--- src/rtl/pipe_stage_reg.sv ---
// Pipeline stage register with valid/ready handshake, synchronous flush and an
// optional second (skid) entry so that in_ready can be driven from a flop.
module pipe_stage_reg #(
  parameter int DATA_W = 32,
  parameter int RD_W   = 5,
  parameter int WB_W   = 3,
  parameter int SKID   = 1
) (
  input  logic              clk,
  input  logic              rst,
  input  logic              flush,
  input  logic              in_valid,
  output logic              in_ready,
  input  logic [WB_W-1:0]   in_wb,
  input  logic [RD_W-1:0]   in_rd,
  input  logic [DATA_W-1:0] in_data,
  output logic              out_valid,
  input  logic              out_ready,
  output logic [WB_W-1:0]   out_wb,
  output logic [RD_W-1:0]   out_rd,
  output logic [DATA_W-1:0] out_data,
  output logic              out_rd_eq0,
  output logic              out_reg_write,
  output logic [1:0]        occupancy
);

  localparam bit HAS_SKID = (SKID != 0);

  // Main entry M (drives the outputs) and skid entry S.
  logic              m_valid_q, m_valid_d;
  logic [WB_W-1:0]   m_wb_q,    m_wb_d;
  logic [RD_W-1:0]   m_rd_q,    m_rd_d;
  logic              m_eq0_q,   m_eq0_d;
  logic [DATA_W-1:0] m_data_q,  m_data_d;

  logic              s_valid_q, s_valid_d;
  logic [WB_W-1:0]   s_wb_q,    s_wb_d;
  logic [RD_W-1:0]   s_rd_q,    s_rd_d;
  logic              s_eq0_q,   s_eq0_d;
  logic [DATA_W-1:0] s_data_q,  s_data_d;

  logic accept;
  logic deliver;
  logic in_eq0;

  // With the skid entry, in_ready depends only on S so out_ready has no
  // combinational path to the upstream stage.
  assign in_ready = HAS_SKID ? !s_valid_q : (!m_valid_q || out_ready);
  assign accept   = in_valid && in_ready;
  assign deliver  = m_valid_q && out_ready;
  assign in_eq0   = (in_rd == '0);

  always_comb begin
    m_valid_d = m_valid_q;
    m_wb_d    = m_wb_q;
    m_rd_d    = m_rd_q;
    m_eq0_d   = m_eq0_q;
    m_data_d  = m_data_q;
    s_valid_d = s_valid_q;
    s_wb_d    = s_wb_q;
    s_rd_d    = s_rd_q;
    s_eq0_d   = s_eq0_q;
    s_data_d  = s_data_q;

    if (flush) begin
      m_valid_d = 1'b0;
      s_valid_d = 1'b0;
      m_wb_d    = '0;
      s_wb_d    = '0;
    end else if (s_valid_q && deliver) begin
      // S full implies in_ready=0, so no accept can coincide with this move.
      m_valid_d = 1'b1;
      m_wb_d    = s_wb_q;
      m_rd_d    = s_rd_q;
      m_eq0_d   = s_eq0_q;
      m_data_d  = s_data_q;
      s_valid_d = 1'b0;
    end else if (accept && (!m_valid_q || deliver)) begin
      m_valid_d = 1'b1;
      m_wb_d    = in_wb;
      m_rd_d    = in_rd;
      m_eq0_d   = in_eq0;
      m_data_d  = in_data;
    end else if (accept && HAS_SKID) begin
      s_valid_d = 1'b1;
      s_wb_d    = in_wb;
      s_rd_d    = in_rd;
      s_eq0_d   = in_eq0;
      s_data_d  = in_data;
    end else if (deliver) begin
      m_valid_d = 1'b0;
    end
  end

  always_ff @(posedge clk or posedge rst) begin
    if (rst) begin
      m_valid_q <= 1'b0;
      m_wb_q    <= '0;
      m_rd_q    <= '0;
      m_eq0_q   <= 1'b0;
      m_data_q  <= '0;
      s_valid_q <= 1'b0;
      s_wb_q    <= '0;
      s_rd_q    <= '0;
      s_eq0_q   <= 1'b0;
      s_data_q  <= '0;
    end else begin
      m_valid_q <= m_valid_d;
      m_wb_q    <= m_wb_d;
      m_rd_q    <= m_rd_d;
      m_eq0_q   <= m_eq0_d;
      m_data_q  <= m_data_d;
      s_valid_q <= s_valid_d;
      s_wb_q    <= s_wb_d;
      s_rd_q    <= s_rd_d;
      s_eq0_q   <= s_eq0_d;
      s_data_q  <= s_data_d;
    end
  end

  assign out_valid     = m_valid_q;
  assign out_wb        = m_wb_q;
  assign out_rd        = m_rd_q;
  assign out_data      = m_data_q;
  assign out_rd_eq0    = m_eq0_q;
  assign out_reg_write = m_valid_q && m_wb_q[0] && !m_eq0_q;
  assign occupancy     = {1'b0, m_valid_q} + {1'b0, s_valid_q};

endmodule

--- config.mk ---
export PLATFORM = sky130hd
export DESIGN_NAME = pipe_stage_reg
export DESIGN_NICKNAME = d
export VERILOG_FILES = /design/src/rtl/pipe_stage_reg.sv
export SDC_FILE = /design/constraint.sdc
export NUM_CORES = 1
export LEC_CHECK = 0
export ABC_AREA = 1
export ABC_CLOCK_PERIOD_IN_PS = 6050
export CAP_MARGIN = 5
export CORE_MARGIN = 2
export CORE_UTILIZATION = 50
export DETAILED_ROUTE_END_ITERATION = 10
export GPL_TIMING_DRIVEN = 0
export HOLD_SLACK_MARGIN = 0.15
export PLACE_DENSITY = 0.81
export SKIP_CTS_REPAIR_TIMING = 1
export SYNTH_ARGS = -nofsm -noshare
export SYNTH_HDL_FRONTEND = slang
export SYNTH_SLANG_ARGS = --single-unit
--- constraint.sdc ---
create_clock -name clk -period 6.05 [get_ports clk]
set_clock_uncertainty 0.05 [all_clocks]
set_input_delay 1.21 -clock clk [delete_from_list [all_inputs] [get_ports clk]]
set_output_delay 1.21 -clock clk [all_outputs]
set_load 0.05 [all_outputs]
# After elaboration in Yosys (flattened, before gate mapping)
# Cells that the tools add are included.
[classes]
add_sub_neg = 1
n_eq_ne = 4
n_mux = 22
bitwise = 3
reduce_logical = 21
[ops]
columns = ["cell", "n"]
rows = [
  ["32-bit two-way mux", 2],
  ["3-bit two-way mux", 7],
  ["1-bit two-way mux", 11],
  ["5-bit two-way mux", 2],
  ["1-bit logical AND", 6],
  ["2-bit AND reduction", 3],
  ["3-bit nonzero test", 2],
  ["5-bit zero test", 1],
  ["2-bit inequality test, second input constant", 2],
  ["4-bit by 2-bit inequality test with 1-bit output, second input constant", 1],
  ["4-bit AND reduction", 1],
  ["2-bit nonzero test", 2],
  ["4-bit nonzero test", 1],
  ["1-bit zero test", 3],
  ["3-bit inequality test, second input constant", 1],
  ["1-bit inverter", 3],
  ["3-bit AND reduction", 1],
  ["1-bit by 1-bit adder with 2-bit output", 1],
  ["1-bit logical OR", 1],
]
[totals]
reg_bits = 84
input_bits = 45

# Longest topological paths before layout
# Gate-level depths: netlist (run 1).
[logic_depth]
ltp_word = 6
ltp_mapped = 9

# Worst setup path after synthesis (run 1)
# Ideal clock, no wire load.
[synth_timing]
path_type = "register to output"
from = "register m_valid_q (netlist: out_valid)"
to = "output port out_reg_write"
arrival_time_ps = 1460
setup_slack_ps = 3330
stages_incl_launch_ff = 3
cell_sequence = "dfrtp_1 -> nand2_1 -> nor2_1"
[synth_via]
elab_chain_cells = 2
[synth_rtl]
columns = ["element", "line", "source"]
rows = [
  ["start, declared", "30", "logic m_valid_q, m_valid_d;"],
  ["start signal, assigned", "108", "m_valid_q <= m_valid_d;"],
  ["1-bit logical AND (2 in a row)", "126", "assign out_reg_write = m_valid_q && m_wb_q[0] && !m_eq0_q;"],
  ["end, declared", "23", "output logic out_reg_write,"],
]
# Every way passes these cells.

# Worst setup path after layout (run 1)
[layout_timing]
from = "register m_valid_q (netlist: out_valid)"
to = "output port occupancy[0]"
[layout_via]
elab_chain_cells = 1
[layout_rtl]
columns = ["element", "line", "source"]
rows = [
  ["1-bit by 1-bit adder with 2-bit output", "127", "assign occupancy = {1'b0, m_valid_q} + {1'b0, s_valid_q};"],
  ["end, declared", "24", "output logic [1:0] occupancy"],
]
# Every way passes these cells.

==> results.yml, run 1 <==
min_path:
  min-delay-start: "s_eq0_q"
  whs_path_depth: 2
  hp-class: "register to register"
  hold-path-endpoint: "s_eq0_q"
logic_synthesis:
  synth_xor_area_share_pct: 0
  synth_fa_ha_area_share_pct: 0.3328
  synth_cell_types: 17
  syn_inst: 506
  synth.top_cells.by_count: "365 x nand2_1, 84 x dfrtp_1, 14 x buf_2"
  ys_ff_latch: 84
  synth_mux_area_share_pct: 0
  avgSynthCellArea_um2: 7.431
  yosysMostFrequentCell: "nand2_1"
  yosys.area.top_type: "dfrtp_1"
  synth_edf_count: 0
  synthArstFlopShare_pct: 100.0
  syn_nets: 552
  yosys.area.top_type_share_pct: 55.91
  synth_top_family_by_area: "simple AND/OR/NAND/NOR gates"
  ys_warn_count: 0
  ys_seq_area_share_pct: 55.91
  synth_compound_area_share_pct: 0.2662
  yosys.area_share.simple_pct: 39.23
  synthTopCellsByArea: "dfrtp_1 56%, nand2_1 36%, buf_2 1.9%"
  synth_area_um2: 3760
  ys.flop_type: "dfrtp_1"
floorplanning:
  die_area_um2: 8229
  ios: 91
  core_area_um2: 7253
  rows: 31
  start_util_pct: 51.84
  die_width_um: 90.72
  die_y_um: 90.72
run_status:
  status: "finished, final reports clean"
grt:
  antenna_found_initial: 0
  grt_max_degree: 72
  grtUsageTotal_pct: 22.95
  grt_overflow: 0
  grt_pass1_wl_um: 15210
  grt_pass1_vias: 3304
power_and_ir_drop:
  p_per_area_nw_per_um2: 313.5
  p_leak_nw: 2.721
  peakVddDrop_mv: 0.1822
sta:
  relSlewSlack_pct: 63.56
  hold_violations: 0
  rsz0062_at_grt: "no"
  slew_violations: 0
  setup_violations: 0
  setup_tns_ns: 0
  min_period_ns: 3.241
  min_period_over_period_pct: 53.58
  timing.fmax_ghz: 0.3085
  tightestPinTransition_ns: 0.5448
setup_path:
  r2r_cells: 9
  required_ns: 4.79
  reg2reg_setup_slack_ns: 4.33
  worstSetupPathType: "register to output pin"
  crit_fanout: 8
  r2r-end: "out_data[24]"
  cp-start-kind: "register"
  reg2reg_from: "out_valid"
  cp-end-kind: "output pin"
  cp.arrival_ns: 1.98
placement:
  io_buffer_count: 90
  gp_congestion: 0.8038
  hpwl_um: 6314
  place_area_um2: 4815
clocking:
  numCtsBuffers: 9
  root_buffer: "clkbuf_8"
  clk_latency_ns: 0.34
  cts.reportedPaths.clkPinSlew_ns: 0.08
  cts.sink_count: 84
  cts.htree.levels: 3
  clk_path_buf_depth: 2
  cts_tree: "built"
route:
  avgRoutedWirePerCell_um: 12.66
  antenna_left: 0
  vias_per_cell: 4.876
  vias: 3462
  drc: 0
  drt_iter0_drc: 171
  first_pass_iters: 5
  routed_wirelength_um: 8992
final_layout:
  finalInstanceArea_um2: 4971
  nFillCells: 608
  syn2layout_area_growth_pct: 32.21
  seqCellArea_um2: 2102
  drive_above_1_share_pct: 6.383
  nNetsFinal: 654
  multi_input_comb_area_um2: 1498
  n_antenna_cell: 0
job:
  cap_violations: 0
-- logic make-up (layout without fill, tap and decap cells) --
family / count (synthesis) / in the layout
and+or+nand+nor: 386 / 386
buffers and inverters: 33 / 138
DFF: 84 / 84
AOI/OAI and AO/OA: 2 / 2
adders and majority gates: 1 / 1
-- worst max-delay path by stage --
stage | startpoint | endpoint | slack, ns | depth (start not counted)
2_1_floorplan | rst | out_data[0] | 2.62 | 1
3_3_place_gp | rst | s_data_q[20] | 1.34 | 2
3_5_place_dp | in_valid | s_data_q[17] | 3.07 | 10
4_1_cts | out_valid | occupancy[0] | 2.81 | 2
5_1_grt | out_valid | occupancy[0] | 2.77 | 2
6_report | out_valid | occupancy[0] | 2.81 | 2
-- worst max-delay path, cell delays in order, from the launching register on --
cell and delay [ns]:
dfrtp_1 0.48, ha_1 0.35, clkdlybuf4s50_1 0.80
-- through the flow --
stage,power [mW],util [%],cells,hold slack (ns),setup WS (ns)
after CTS,1.564,68.54,710,0.4196,2.808
after global routing,1.640,68.54,710,0.4428,2.766
final,1.559,68.54,710,0.4163,2.809
after detailed placement,1.231,66.38,696,0.4010,3.073
after global placement,1.214,65.97,695,0.3984,1.339
after floorplan,1.049,-,506,0.3845,2.625
-- registers in the layout, summed over array words and instances, names as in the netlist --
signal / cells
out_data: 32
s_rd_q: 5
s_eq0_q: 1
out_wb: 3
out_valid: 1
s_wb_q: 3
out_rd: 5
out_rd_eq0: 1
s_data_q: 32
s_valid_q: 1
-- per-layer routing --
metal / up-vias / global-route usage, % / routed length (um)
li1: 1718 / - / -
met1: 1623 / 29.75 / 3952
met2: 107 / 39.37 / 4404
met3: 14 / 2.922 / 490
met4: 0 / 8.718 / 144
met5: - / 0 / 0
-- placed cells by master (no fill, tap or decap), drive strengths merged --
master,count
a21oi,1
buf,19
clkbuf,17
clkdlybuf4s50,90
clkinv,3
dfrtp,84
ha,1
inv,9
nand2,366
nand3,12
nand3b,1
nor2,6
o21ai,1
or2,1
-- power by group --
part	switching, mW	leakage, nW	internal (mW)
Clock	0.187	0.0848	0.154
Combinational	0.307	1.57	0.167
Sequential	0.0644	1.07	0.679
Total	0.559	2.72	1.00
-- cell type report --
| cell class | instances | area share, % |
|---|---|---|
| buffer | 24 | 2.542 |
| clock buffer | 11 | 2.844 |
| clock inverter | 3 | 0.3020 |
| inverter | 9 | 0.7299 |
| multi-input combinational | 389 | 30.13 |
| sequential | 84 | 42.29 |
| tap | 99 | 2.492 |
| timing repair buffer | 91 | 18.68 |
No activity file was read; power rests on OpenSTA's default activity.
==> inputs of run 2 (changes only) <==
--- a/config.mk
+++ b/config.mk
@@ -6,14 +6,14 @@
 export NUM_CORES = 1
 export LEC_CHECK = 0
 export ABC_AREA = 1
-export ABC_CLOCK_PERIOD_IN_PS = 6050
+export ABC_CLOCK_PERIOD_IN_PS = 2990
 export CAP_MARGIN = 5
 export CORE_MARGIN = 2
-export CORE_UTILIZATION = 50
+export CORE_UTILIZATION = 49
 export DETAILED_ROUTE_END_ITERATION = 10
 export GPL_TIMING_DRIVEN = 0
 export HOLD_SLACK_MARGIN = 0.15
-export PLACE_DENSITY = 0.81
+export PLACE_DENSITY = 0.79
 export SKIP_CTS_REPAIR_TIMING = 1
 export SYNTH_ARGS = -nofsm -noshare
 export SYNTH_HDL_FRONTEND = slang
==> constraint.sdc (replaced) <==
create_clock -name clk -period 2.99 [get_ports clk]
set_clock_uncertainty 0.05 [all_clocks]
set_input_delay 0.598 -clock clk [delete_from_list [all_inputs] [get_ports clk]]
set_output_delay 0.598 -clock clk [all_outputs]
set_load 0.05 [all_outputs]
==> results.yml, run 2 (synthesis gave the netlist of run 1 again) <==
grt:
  antenna_found_initial: 0
  grt_overflow: 0
  grt_max_degree: 58
  grtUsageTotal_pct: 22.96
  grt_pass1_vias: 3295
  grt_pass1_wl_um: 15450
final_layout:
  finalInstanceArea_um2: 5019
  drive_above_1_share_pct: 6.525
  n_antenna_cell: 0
  mostFrequentLayoutCells: "365 x nand2_1, 90 x clkdlybuf4s50_1, 84 x dfrtp_1"
  layout_commonest_cell: "nand2_1"
  nFillCells: 611
  layout.cells.non_filler: 712
  syn2layout_area_growth_pct: 33.48
  finalCoreUtilization_pct: 68.46
  nNetsFinal: 654
route:
  vias_per_cell: 4.819
  antenna_left: 0
  routed_wirelength_um: 9173
  vias: 3431
  drc: 0
  drt_iter0_drc: 202
  first_pass_iters: 4
  avgRoutedWirePerCell_um: 12.88
placement:
  io_buffer_count: 90
  place_area_um2: 4815
  hpwl_um: 6409
  gp_congestion: 0.8083
  dp_cells: 696
  dpl_worst_slack_ns: 0.6396
setup_path:
  cp_top_family: "buffers and inverters"
  critPathMaxStageDelay_ns: 0.79
  critical-path-slowest-cell: "clkdlybuf4s50_1"
  r2r-end: "out_data[22]"
  worstSetupPathType: "register to output pin"
  r2r_cells: 9
  reg2reg_from: "out_valid"
  reg2reg_setup_slack_ns: 1.26
  cp-end-kind: "output pin"
  cp.arrival_ns: 1.94
  crit_fanout: 8
  required_ns: 2.34
  cp_num_buf_inv: 1
  cp-start-kind: "register"
  worstPathCellList: "ha_1, clkdlybuf4s50_1"
sta:
  slew_violations: 0
  min_period_over_period_pct: 86.47
  setup_tns_ns: 0
  setup_violations: 0
  hold-worst-slack_ns: 0.4215
  hold_violations: 0
  rsz0062_at_grt: "no"
  min_period_ns: 2.585
  worst_slack_ns: 0.4045
  timing.fmax_ghz: 0.3868
  tightestPinTransition_ns: 0.5106
  relSlewSlack_pct: 65.85
floorplanning:
  rows: 31
  die_area_um2: 8390
  start_util_pct: 51.29
  die_y_um: 91.60
  core_area_um2: 7331
  die_width_um: 91.60
  ios: 91
power_and_ir_drop:
  power_mw: 3.305
  p_leak_nw: 2.732
  p_per_area_nw_per_um2: 658.6
  peakVddDrop_mv: 0.3493
min_path:
  hold-path-endpoint: "out_data[27]"
  min-delay-start: "out_data[27]"
  hp-class: "register to register"
  whs_path_depth: 2
clocking:
  clk_path_buf_depth: 2
  cts.reportedPaths.clkPinSlew_ns: 0.08
  cts.htree.levels: 3
  root_buffer: "clkbuf_8"
  cts.sink_count: 84
  clk_latency_ns: 0.35
  cts_tree: "built"
  numCtsBuffers: 9
job:
  cap_violations: 0
run_status:
  status: "finished, final reports clean"
[run 2: cell types whose count changed in the layout (fill, tap and decap cells not counted), sizes merged]
| cell | before | now |
|---|---|---|
| clkinvlp | 0 | 2 |
| clkbuf | 17 | 19 |
| bufinv | 0 | 1 |
| clkinv | 3 | 0 |
[run 2: layout make-up]
type | count | area, um2 | area share [%]
Timing Repair Buffer | 91 | 928.4 | 18.50
Multi-Input combinational cell | 389 | 1498 | 29.84
Sequential cell | 84 | 2102 | 41.88
Clock inverter | 3 | 45.04 | 0.8975
Buffer | 24 | 126.4 | 2.518
Inverter | 9 | 36.28 | 0.7230
Tap cell | 99 | 123.9 | 2.468
Clock buffer | 13 | 158.9 | 3.166
[run 2: worst max path at each step]
stage	start	to	slack, ns	cells past startpoint
final	out_valid	occupancy[0]	0.40	2
after global routing	out_valid	occupancy[0]	0.37	2
after CTS	out_valid	occupancy[0]	0.40	2
after detailed placement	out_ready	out_data[22]	0.64	10
after global placement	rst	s_data_q[22]	-1.15	2
after floorplan	rst	out_data[0]	0.18	1
[run 2: power breakdown]
group | total (mW) | internal [mW] | switching, mW
Clock | 0.839 | 0.433 | 0.406
Sequential | 1.51 | 1.37 | 0.133
Combinational | 0.960 | 0.338 | 0.623
Total | 3.31 | 2.14 | 1.16
[run 2: tightest hold or removal path: stages (launching register included)]
cell and delay (ns):
dfrtp_1 0.35, nand2_1 0.05, nand2_1 0.04
[run 2: routing by layer]
layer | part of all wire (%) | up-vias | global-route usage (%)
met4 | 0.83 | 0 | 7.576
met1 | 45 | 1622 | 31.39
li1 | - | 1716 | -
met5 | 0 | - | 0
met2 | 50 | 86 | 37.75
met3 | 4.4 | 7 | 3.320
